===== config.mk =====
export PLATFORM = sky130hd
export DESIGN_NAME = unified_mem_arbiter
export DESIGN_NICKNAME = d
export VERILOG_FILES = /design/src/rtl/unified_mem_arbiter.sv
export SDC_FILE = /design/constraint.sdc
export NUM_CORES = 1
export LEC_CHECK = 0
export CELL_PAD_IN_SITES_DETAIL_PLACEMENT = 0
export CELL_PAD_IN_SITES_GLOBAL_PLACEMENT = 1
export CORE_MARGIN = 2
export CORE_UTILIZATION = 30
export DETAILED_ROUTE_END_ITERATION = 10
export GPL_TIMING_DRIVEN = 0
export PLACE_DENSITY = 0.89
export SKIP_CTS_REPAIR_TIMING = 1
export SYNTH_ARGS = -nofsm -noshare
export SYNTH_HDL_FRONTEND = slang
export SYNTH_SLANG_ARGS = --single-unit

===== constraint.sdc =====
create_clock -name clk -period 4.5 [get_ports clk]
set_input_delay 0.45 -clock clk [delete_from_list [all_inputs] [get_ports clk]]
set_output_delay 0.45 -clock clk [all_outputs]
set_load 0.005 [all_outputs]

===== src/rtl/unified_mem_arbiter.sv =====
// unified_mem_arbiter
// Shares one single-port, fixed-latency memory between the instruction-fetch
// port and the data port. One transaction is in flight at a time and moves
// through IDLE -> BUSY -> RESP. The data port has priority. A starvation
// counter hands one arbitration to fetch after STARVE_MAX consecutive losses.
// Optional build macro: ARB_PERF_CNT_EN enables the conflict_cnt and
// if_wait_cnt performance counters. Without it both ports read 32'd0.
module unified_mem_arbiter #(
    parameter int ADDR_W     = 32,
    parameter int DATA_W     = 32,
    parameter int MEM_LAT    = 2,
    parameter int STARVE_MAX = 4
) (
    input  logic              clk,
    input  logic              rst,
    input  logic              if_req,
    input  logic [ADDR_W-1:0] if_addr,
    output logic              if_gnt,
    output logic              if_rvalid,
    output logic [DATA_W-1:0] if_rdata,
    input  logic              d_req,
    input  logic              d_we,
    input  logic [ADDR_W-1:0] d_addr,
    input  logic [DATA_W-1:0] d_wdata,
    output logic              d_gnt,
    output logic              d_rvalid,
    output logic [DATA_W-1:0] d_rdata,
    output logic              m_req,
    output logic              m_we,
    output logic [ADDR_W-1:0] m_addr,
    output logic [DATA_W-1:0] m_wdata,
    input  logic [DATA_W-1:0] m_rdata,
    output logic [31:0]       conflict_cnt,
    output logic [31:0]       if_wait_cnt
);

    typedef enum logic [1:0] {
        IDLE = 2'd0,
        BUSY = 2'd1,
        RESP = 2'd2
    } state_t;

    localparam logic [3:0] LAT_LOAD   = 4'(MEM_LAT - 1);
    localparam logic [3:0] STARVE_TOP = 4'(STARVE_MAX);

    state_t            state;
    state_t            state_next;
    logic [3:0]        lat_cnt;
    logic [3:0]        starve_cnt;
    logic [ADDR_W-1:0] addr_q;
    logic [DATA_W-1:0] wdata_q;
    logic              we_q;
    logic              owner_if_q;
    logic [DATA_W-1:0] if_rdata_q;
    logic [DATA_W-1:0] d_rdata_q;
    logic              if_win;
    logic              d_win;
    logic              capture;

    // Arbitration: only in IDLE; fetch wins when alone or when it has been starved long enough
    always_comb begin
        if_win = 1'b0;
        d_win  = 1'b0;
        if (state == IDLE) begin
            if (if_req && (!d_req || starve_cnt == STARVE_TOP)) begin
                if_win = 1'b1;
            end else if (d_req) begin
                d_win = 1'b1;
            end
        end
    end

    // Next-state logic; capture marks the last BUSY cycle when memory data is valid
    always_comb begin
        state_next = state;
        capture    = 1'b0;
        case (state)
            IDLE: begin
                if (if_win || d_win) begin
                    state_next = BUSY;
                end
            end
            BUSY: begin
                if (lat_cnt == 4'd0) begin
                    capture    = 1'b1;
                    state_next = RESP;
                end
            end
            RESP: begin
                state_next = IDLE;
            end
            default: begin
                state_next = IDLE;
            end
        endcase
    end

    // State register; reset aborts any transaction in flight
    always_ff @(posedge clk or posedge rst) begin
        if (rst) begin
            state <= IDLE;
        end else begin
            state <= state_next;
        end
    end

    // Transaction latch and latency countdown; port inputs are not looked at again after the grant
    always_ff @(posedge clk or posedge rst) begin
        if (rst) begin
            addr_q     <= '0;
            wdata_q    <= '0;
            we_q       <= 1'b0;
            owner_if_q <= 1'b0;
            lat_cnt    <= 4'd0;
        end else if (if_win) begin
            addr_q     <= if_addr;
            wdata_q    <= '0;
            we_q       <= 1'b0;
            owner_if_q <= 1'b1;
            lat_cnt    <= LAT_LOAD;
        end else if (d_win) begin
            addr_q     <= d_addr;
            wdata_q    <= d_wdata;
            we_q       <= d_we;
            owner_if_q <= 1'b0;
            lat_cnt    <= LAT_LOAD;
        end else if (state == BUSY && lat_cnt != 4'd0) begin
            lat_cnt <= lat_cnt - 4'd1;
        end
    end

    // Starvation tracking: counts data wins that beat a waiting fetch, cleared when fetch wins
    always_ff @(posedge clk or posedge rst) begin
        if (rst) begin
            starve_cnt <= 4'd0;
        end else if (if_win) begin
            starve_cnt <= 4'd0;
        end else if (d_win && if_req && starve_cnt != STARVE_TOP) begin
            starve_cnt <= starve_cnt + 4'd1;
        end
    end

    // Read data capture into the owner's holding register; stores return zero
    always_ff @(posedge clk or posedge rst) begin
        if (rst) begin
            if_rdata_q <= '0;
            d_rdata_q  <= '0;
        end else if (capture) begin
            if (owner_if_q) begin
                if_rdata_q <= m_rdata;
            end else if (we_q) begin
                d_rdata_q <= '0;
            end else begin
                d_rdata_q <= m_rdata;
            end
        end
    end

    assign if_gnt    = if_win;
    assign d_gnt     = d_win;
    assign m_req     = (state == BUSY);
    assign m_we      = (state == BUSY) && we_q;
    assign m_addr    = addr_q;
    assign m_wdata   = wdata_q;
    assign if_rvalid = (state == RESP) && owner_if_q;
    assign d_rvalid  = (state == RESP) && !owner_if_q;
    assign if_rdata  = if_rdata_q;
    assign d_rdata   = d_rdata_q;

`ifdef ARB_PERF_CNT_EN
    logic [31:0] conflict_q;
    logic [31:0] if_wait_q;

    // Performance counters: contention seen in IDLE, and every cycle fetch waits without a grant
    always_ff @(posedge clk or posedge rst) begin
        if (rst) begin
            conflict_q <= 32'd0;
            if_wait_q  <= 32'd0;
        end else begin
            if (state == IDLE && if_req && d_req) begin
                conflict_q <= conflict_q + 32'd1;
            end
            if (if_req && !if_win) begin
                if_wait_q <= if_wait_q + 32'd1;
            end
        end
    end

    assign conflict_cnt = conflict_q;
    assign if_wait_cnt  = if_wait_q;
`else
    assign conflict_cnt = 32'd0;
    assign if_wait_cnt  = 32'd0;
`endif

endmodule


==> results by group, run 1 <==
Layout
  – Fin nets: roughly 1,000
  – Final Cell Area: roughly 10,000 um2
  – Layout area overhead: 59.5%
  – Commonest non-fill, non-tap cell in the layout: clkdlybuf4s50_1
  – Commonest cells after routing, fill and taps aside: clkdlybuf4s50_1 (265), dfrtp_1 (140), buf_4 (65)
  – Share of cells above drive strength 1: roughly a fifth

Clocking
  – Clk buf depth: 2
  – Clock transition at path regs: roughly 0.06 ns
  – CTS Root Cell: clkbuf_16
  – Worst-Skew Late Latency: 0.42 ns
  – Num CTS Buffers: 17
  – CTS tree: done
  – Htree depth: 4
  – Clk sinks: 140

Placed design
  – Port bufs: 265
  – RePlAce Congestion: between 0.7 and 0.8
  – Hpwl dp: roughly 15,000 um
  – Dpl cell area: a little under 10,000 um2

Drt
  – Remaining antenna violation count: 0
  – Vias: around 5,200
  – Per-cell routed wire length: roughly 17 um
  – Post-route DRC: 0
  – Via density: roughly 4.5
  – Routed WL: roughly 20,000 um
  – DR pass1 iterations: 4
  – Detailed Route Iter0 Violations: approximately 130

GRT
  – GRT Total Usage: between 10% and 20%
  – Remaining Overflow, GRT: 0
  – Pin count of the biggest net entering global routing: between 70 and 80
  – Antenna violations before repair: 0
  – Vias in the first global route: ~5,200
  – First-pass GRT wire length: ~29,000 um

Power and ir drop
  – Pint: ~4.3 mW
  – Logic pwr share: a little over two fifths
  – Psw: approximately 2 mW
  – PwrDens: about 610 nW/um2
  – Total power: 6.30 mW
  – Peak VDD IR: about 0.23 mV
  – Switch share: a little under a third
  – Static leakage: between 4 and 5 nW
  – Sequential Power Share: a little over a third
  – Clock network power share: 21.9%

Synthesis
  – Synth top area cells: dfrtp_1 (54%), mux2_2 (10%), buf_4 (7.6%)
  – Synth cell types: 41
  – Mapped Cells: roughly 540
  – Area leader, netlist: dfrtp_1
  – Yosys reg bits: 140
  – Yosys top cell area share: between 50% and 60%
  – Main flop type after synthesis: dfrtp_1
  – Number of flops mapped to enable cells by yosys: 0
  – Mapped Area: around 6500 um2
  – FFs w/ async S/R, synth: 100%
  – Syn. warnings: 0
  – Seq/Total Area, Yosys: a little over half
  – Post-Syn Area per Cell: between 10 and 15 um2

Floorplanning
  – Die H: 151 um
  – Initial Utilization: between 30% and 40%
  – Core area: between 20,000 and 25,000 um2
  – Chip width: between 150 and 200 um
  – Boundary Pins: between 300 and 400
  – Die Footprint: 22,700 um2
  – Std cell rows: 53

Timing
  – Final setup fails: 0
  – RSZ-0062 raised after global routing: no
  – Fin Hold WS: about 0.40 ns
  – Slew Limit Fails: 0
  – Final hold vios: 0
  – Clk_skew: 0.0106 ns
  – Worst-Margin Slew: 0.705 ns
  – Period utilisation layout: 71.0%
  – Slew HR: about 53%
  – Max Freq: around 0.31 GHz
  – Crit path time final: 3.19 ns

Min path
  – HP Class: primary input to flip-flop

Run
  – Max Cap Viol: 0

Worst setup path
  – Worst setup EP type: output pin
  – Worst EP required: a little over 4 ns
  – Crit path max fanout: 10
  – Worst Path Arrival: approximately 2.7 ns
  – Worst Setup Path Type: primary input to output pin
  – Critical Path Source Type: primary input

Outcome
  – Outcome: completed
[cell usage after synthesis, types with 3 or more instances]
master and count:
o21ai_0 27, nor3b_1 3, mux2_2 60, inv_1 7
dfrtp_1 140, a22o_1 13, buf_2 18, buf_4 65
clkbuf_1 15, nand3_1 27, buf_6 3, a21oi_1 20
and3_1 34, a221o_1 32, mux2i_1 3, nor2b_1 32
mux2_1 4, ha_1 4
[critical path, cell delays in order]
cell and delay (ns):
clkdlybuf4s50_1 0.54, or3b_1 0.46, a21oi_2 0.42, buf_2 0.31, clkdlybuf4s50_1 0.56
[path summary, 6_finish.rpt]
| path | slack, ns | end | cells after the start | from |
|---|---|---|---|---|
| worst max-delay path | 1.31 | if_gnt | 5 | if_req |
| worst min-delay path | 0.40 | starve_cnt[2]$_DFFE_PP0P_ | 3 | d_req |
| worst max register to register | 2.23 | m_wdata[13]$_DFFE_PP0P_ | 7 | starve_cnt[0]$_DFFE_PP0P_ |
| worst min register to register | 0.49 | d_rdata[29]$_DFFE_PP0P_ | 1 | d_rdata[29]$_DFFE_PP0P_ |
| max in group asynchronous | 3.22 | d_rdata[2]$_DFFE_PP0P_ | 3 | rst |
| min in group asynchronous | 0.52 | m_wdata[22]$_DFFE_PP0P_ | 2 | rst |
[metrics by stage]
step           TNS (ns)  std cells  setup WS, ns  utilization (%)
6_report              0       1173          1.31             48.8
5_1_grt               0       1172          1.15             48.8
4_1_cts               0       1172          1.27             48.8
3_5_place_dp          0       1140          1.30             46.1
3_3_place_gp    -253.06       1139         -1.82             45.9
2_1_floorplan         0        599         0.297                -
[area by class of cell]
type | count | area [um2]
diodes | 1 | 2.50
repair buffers | 266 | 2680
well taps | 275 | 344
flip-flops and latches | 140 | 3500
clock inverters | 15 | 144
clock buffers | 17 | 425
fillers | 1996 | 10800
inverters | 7 | 31.3
multi-input cells | 351 | 2490
plain buffers | 101 | 668
[cell families after synthesis]
family	Yosys count	share of synthesized area, %
AOI/OAI and AO/OA	96	10.8
DFF	140	54.3
and+or+nand+nor	120	11.6
other	1	0.0581
muxes	67	11.6
adders and majority gates	4	0.776
buffers and inverters	108	10.8
[registers in the layout, indices dropped and copies added, names as in the netlist, 2 cells and up]
register / count
state: 2
d_rdata: 32
lat_cnt: 4
if_rdata: 32
starve_cnt: 4
m_wdata: 32
m_addr: 32
[per-layer routing]
layer | track usage (%) | share of wire (%)
met1 | 20.3 | 40
met2 | 30.4 | 49
met3 | 5.36 | 8.9
met5 | 0 | 0
met4 | 4.91 | 1.4
[power groups by stage]
stage / clock (mW) / sequential (mW) / combinational, mW
detailed placement: 0 / 2.21 / 2.77
CTS: 1.41 / 2.19 / 2.78
finish: 1.38 / 2.19 / 2.73
global route: 1.47 / 2.26 / 2.97
global placement: 0 / 2.18 / 2.72
floorplan: 0 / 2.21 / 1.14
Note: power is estimated with default switching activity, not from simulation.
==> run 2, diff against run 1 <==
CORE_UTILIZATION = 27   (was 30)
PLACE_DENSITY = 0.85   (was 0.89)
clock period = 2.7 ns   (was 4.5 ns; I/O delays follow)
==> results by group, run 2 (synthesis gave the netlist of run 1 again) <==
Outcome
  – Outcome: completed

GRT
  – First-pass GRT wire length: 30,100 um (+3.0%)
  – Pin count of the biggest net entering global routing: 42 (-45%)
  – Remaining Overflow, GRT: 0 (unchanged)
  – Antenna violations before repair: 0 (unchanged)
  – GRT Total Usage: 16.1% (-1.2 points)
  – Vias in the first global route: 5,222 (+1.2%)

Placed design
  – Port bufs: 265 (unchanged)
  – RePlAce Congestion: 0.754 (-3.2%)
  – Hpwl dp: 16,200 um (+4.7%)
  – Dpl cell area: 9800 um2 (+0.89%)

Worst setup path
  – Critical Path Source Type: flip-flop
  – FF-to-FF setup slack: 0.42 ns (-1.81 ns)
  – Reg2reg end: m_wdata[18]$_DFFE_PP0P_
  – Worst Setup Path Type: flip-flop to output pin
  – Crit path max fanout: 10 (unchanged)
  – R2R Path Start: starve_cnt[0]$_DFFE_PP0P_
  – Worst Path Arrival: 2.32 ns (-0.42 ns)
  – R2R depth: 7 (unchanged)
  – Worst EP required: 2.43 ns (-1.62 ns)
  – Worst setup EP type: output pin
  – Crit path launch: starve_cnt[0]$_DFFE_PP0P_

Power and ir drop
  – Peak VDD IR: 0.400 mV (+73%)
  – PwrDens: 1000 nW/um2 (+64%)
  – Static leakage: 4.66 nW (+0.25%)

Layout
  – Commonest cells after routing, fill and taps aside: clkdlybuf4s50_1 (265), dfrtp_1 (140), buf_4 (70)
  – Layout area overhead: 61.1%
  – Fin nets: 1,027 (+0.59%)
  – Commonest non-fill, non-tap cell in the layout: clkdlybuf4s50_1
  – Share of cells above drive strength 1: 21.3% (+0.42 points)
  – # diodes: 0 (-1)
  – Final Cell Area: 10,400 um2 (+1.0%)

Run
  – Max Cap Viol: 0 (unchanged)

Clocking
  – Worst-Skew Late Latency: 0.42 ns (about the same)
  – CTS tree: done
  – Clk buf depth: 2 (unchanged)
  – Clock transition at path regs: 0.06 ns (about the same)
  – Num CTS Buffers: 17 (unchanged)
  – Clk sinks: 140 (unchanged)
  – CTS Root Cell: clkbuf_16
  – Htree depth: 4 (unchanged)

Timing
  – Slew Limit Fails: 0 (unchanged)
  – Clk_skew: 0.0132 ns (+0.00264 ns)
  – Period utilisation layout: ~96%
  – Slew HR: 60.6% (+7.6 points)
  – Final TNS setup: 0 ns (unchanged)
  – Worst-Margin Slew: 0.590 ns (-0.115 ns)
  – Crit path time final: approximately 2.6 ns
  – Final hold vios: 0 (unchanged)
  – Final setup fails: 0 (unchanged)
  – Max Freq: 0.387 GHz

Floorplanning
  – Std cell rows: 56 (+5.7%)
  – Die H: 159 um (+5.3%)
  – Die Footprint: 25,200 um2 (+11%)
  – Core area: 23,500 um2 (+11%)
  – Boundary Pins: 331 (unchanged)
  – Chip width: 159 um (+5.3%)
  – Initial Utilization: 27.5% (-3.1 points)

Min path
  – Hold wc startpoint: d_req
  – HP Class: primary input to flip-flop
  – Hold path cells: 3 (unchanged)
  – WHS Endpoint: starve_cnt[0]$_DFFE_PP0P_

Drt
  – Detailed Route Iter0 Violations: 188 (+48%)
  – Post-route DRC: 0 (unchanged)
  – DR pass1 iterations: 4 (unchanged)
  – Routed WL: 20,800 um (+2.8%)
  – Remaining antenna violation count: 0 (unchanged)
  – Vias: 5,296 (+1.1%)
  – Via density: 4.33 (-2.9%)
  – Per-cell routed wire length: 17.0 um (-1.3%)
==> run 2: report_power, final <==
part           switching [mW]  internal, mW
Combinational            1.71          2.88
Sequential              0.600          3.08
Clock                   0.956          1.21
Total                    3.27          7.17
==> run 2: worst max path at each step <==
stage | end | slack [ns]
after floorplan | d_rdata[0]$_DFFE_PP0P_ | 0.68
after global placement | m_wdata[2]$_DFFE_PP0P_ | -0.72
after detailed placement | if_gnt | -0.16
after CTS | if_gnt | -0.29
after global routing | if_gnt | -0.007
final | if_gnt | 0.11
==> run 2: critical path, cell delays in order (launching register included) <==
cell,delay [ns]
dfrtp_1,0.42
inv_1,0.07
ha_1,0.20
nand3b_1,0.21
a21oi_4,0.25
buf_4,0.21
clkdlybuf4s50_1,0.53
==> run 2: layout make-up <==
type,instances,area (um2)
Fill cell,2245,13100
Sequential cell,140,3500
Timing Repair Buffer,272,2740
Multi-Input combinational cell,351,2510
Buffer,101,671
Clock buffer,20,447
Tap cell,319,399
Clock inverter,12,91.3
Inverter,7,30.0
==> run 2: per-stage QoR <==
stage	instances	total power, mW	utilization [%]	hold slack, ns	setup WS, ns
final	1222	10.4	44.3	0.226	0.115
after global routing	1222	11.1	44.3	0.215	-0.00747
after CTS	1218	10.6	44.1	0.182	-0.288
after detailed placement	1186	8.34	41.8	0.481	-0.161
after global placement	1183	8.22	41.5	0.468	-0.720
after floorplan	599	5.57	-	0.402	0.681
==> run 2: metal layers <==
| metal | share of wire (%) | vias up | GRT usage (%) | routed length (um) |
|---|---|---|---|---|
| met3 | 9.3 | 12 | 4.87 | 1940 |
| met5 | 0 | - | 0 | 0 |
| li1 | - | 2509 | - | - |
| met2 | 50 | 241 | 28.7 | 10300 |
| met1 | 40 | 2534 | 18.5 | 8320 |
| met4 | 1.0 | 0 | 5.02 | 216 |
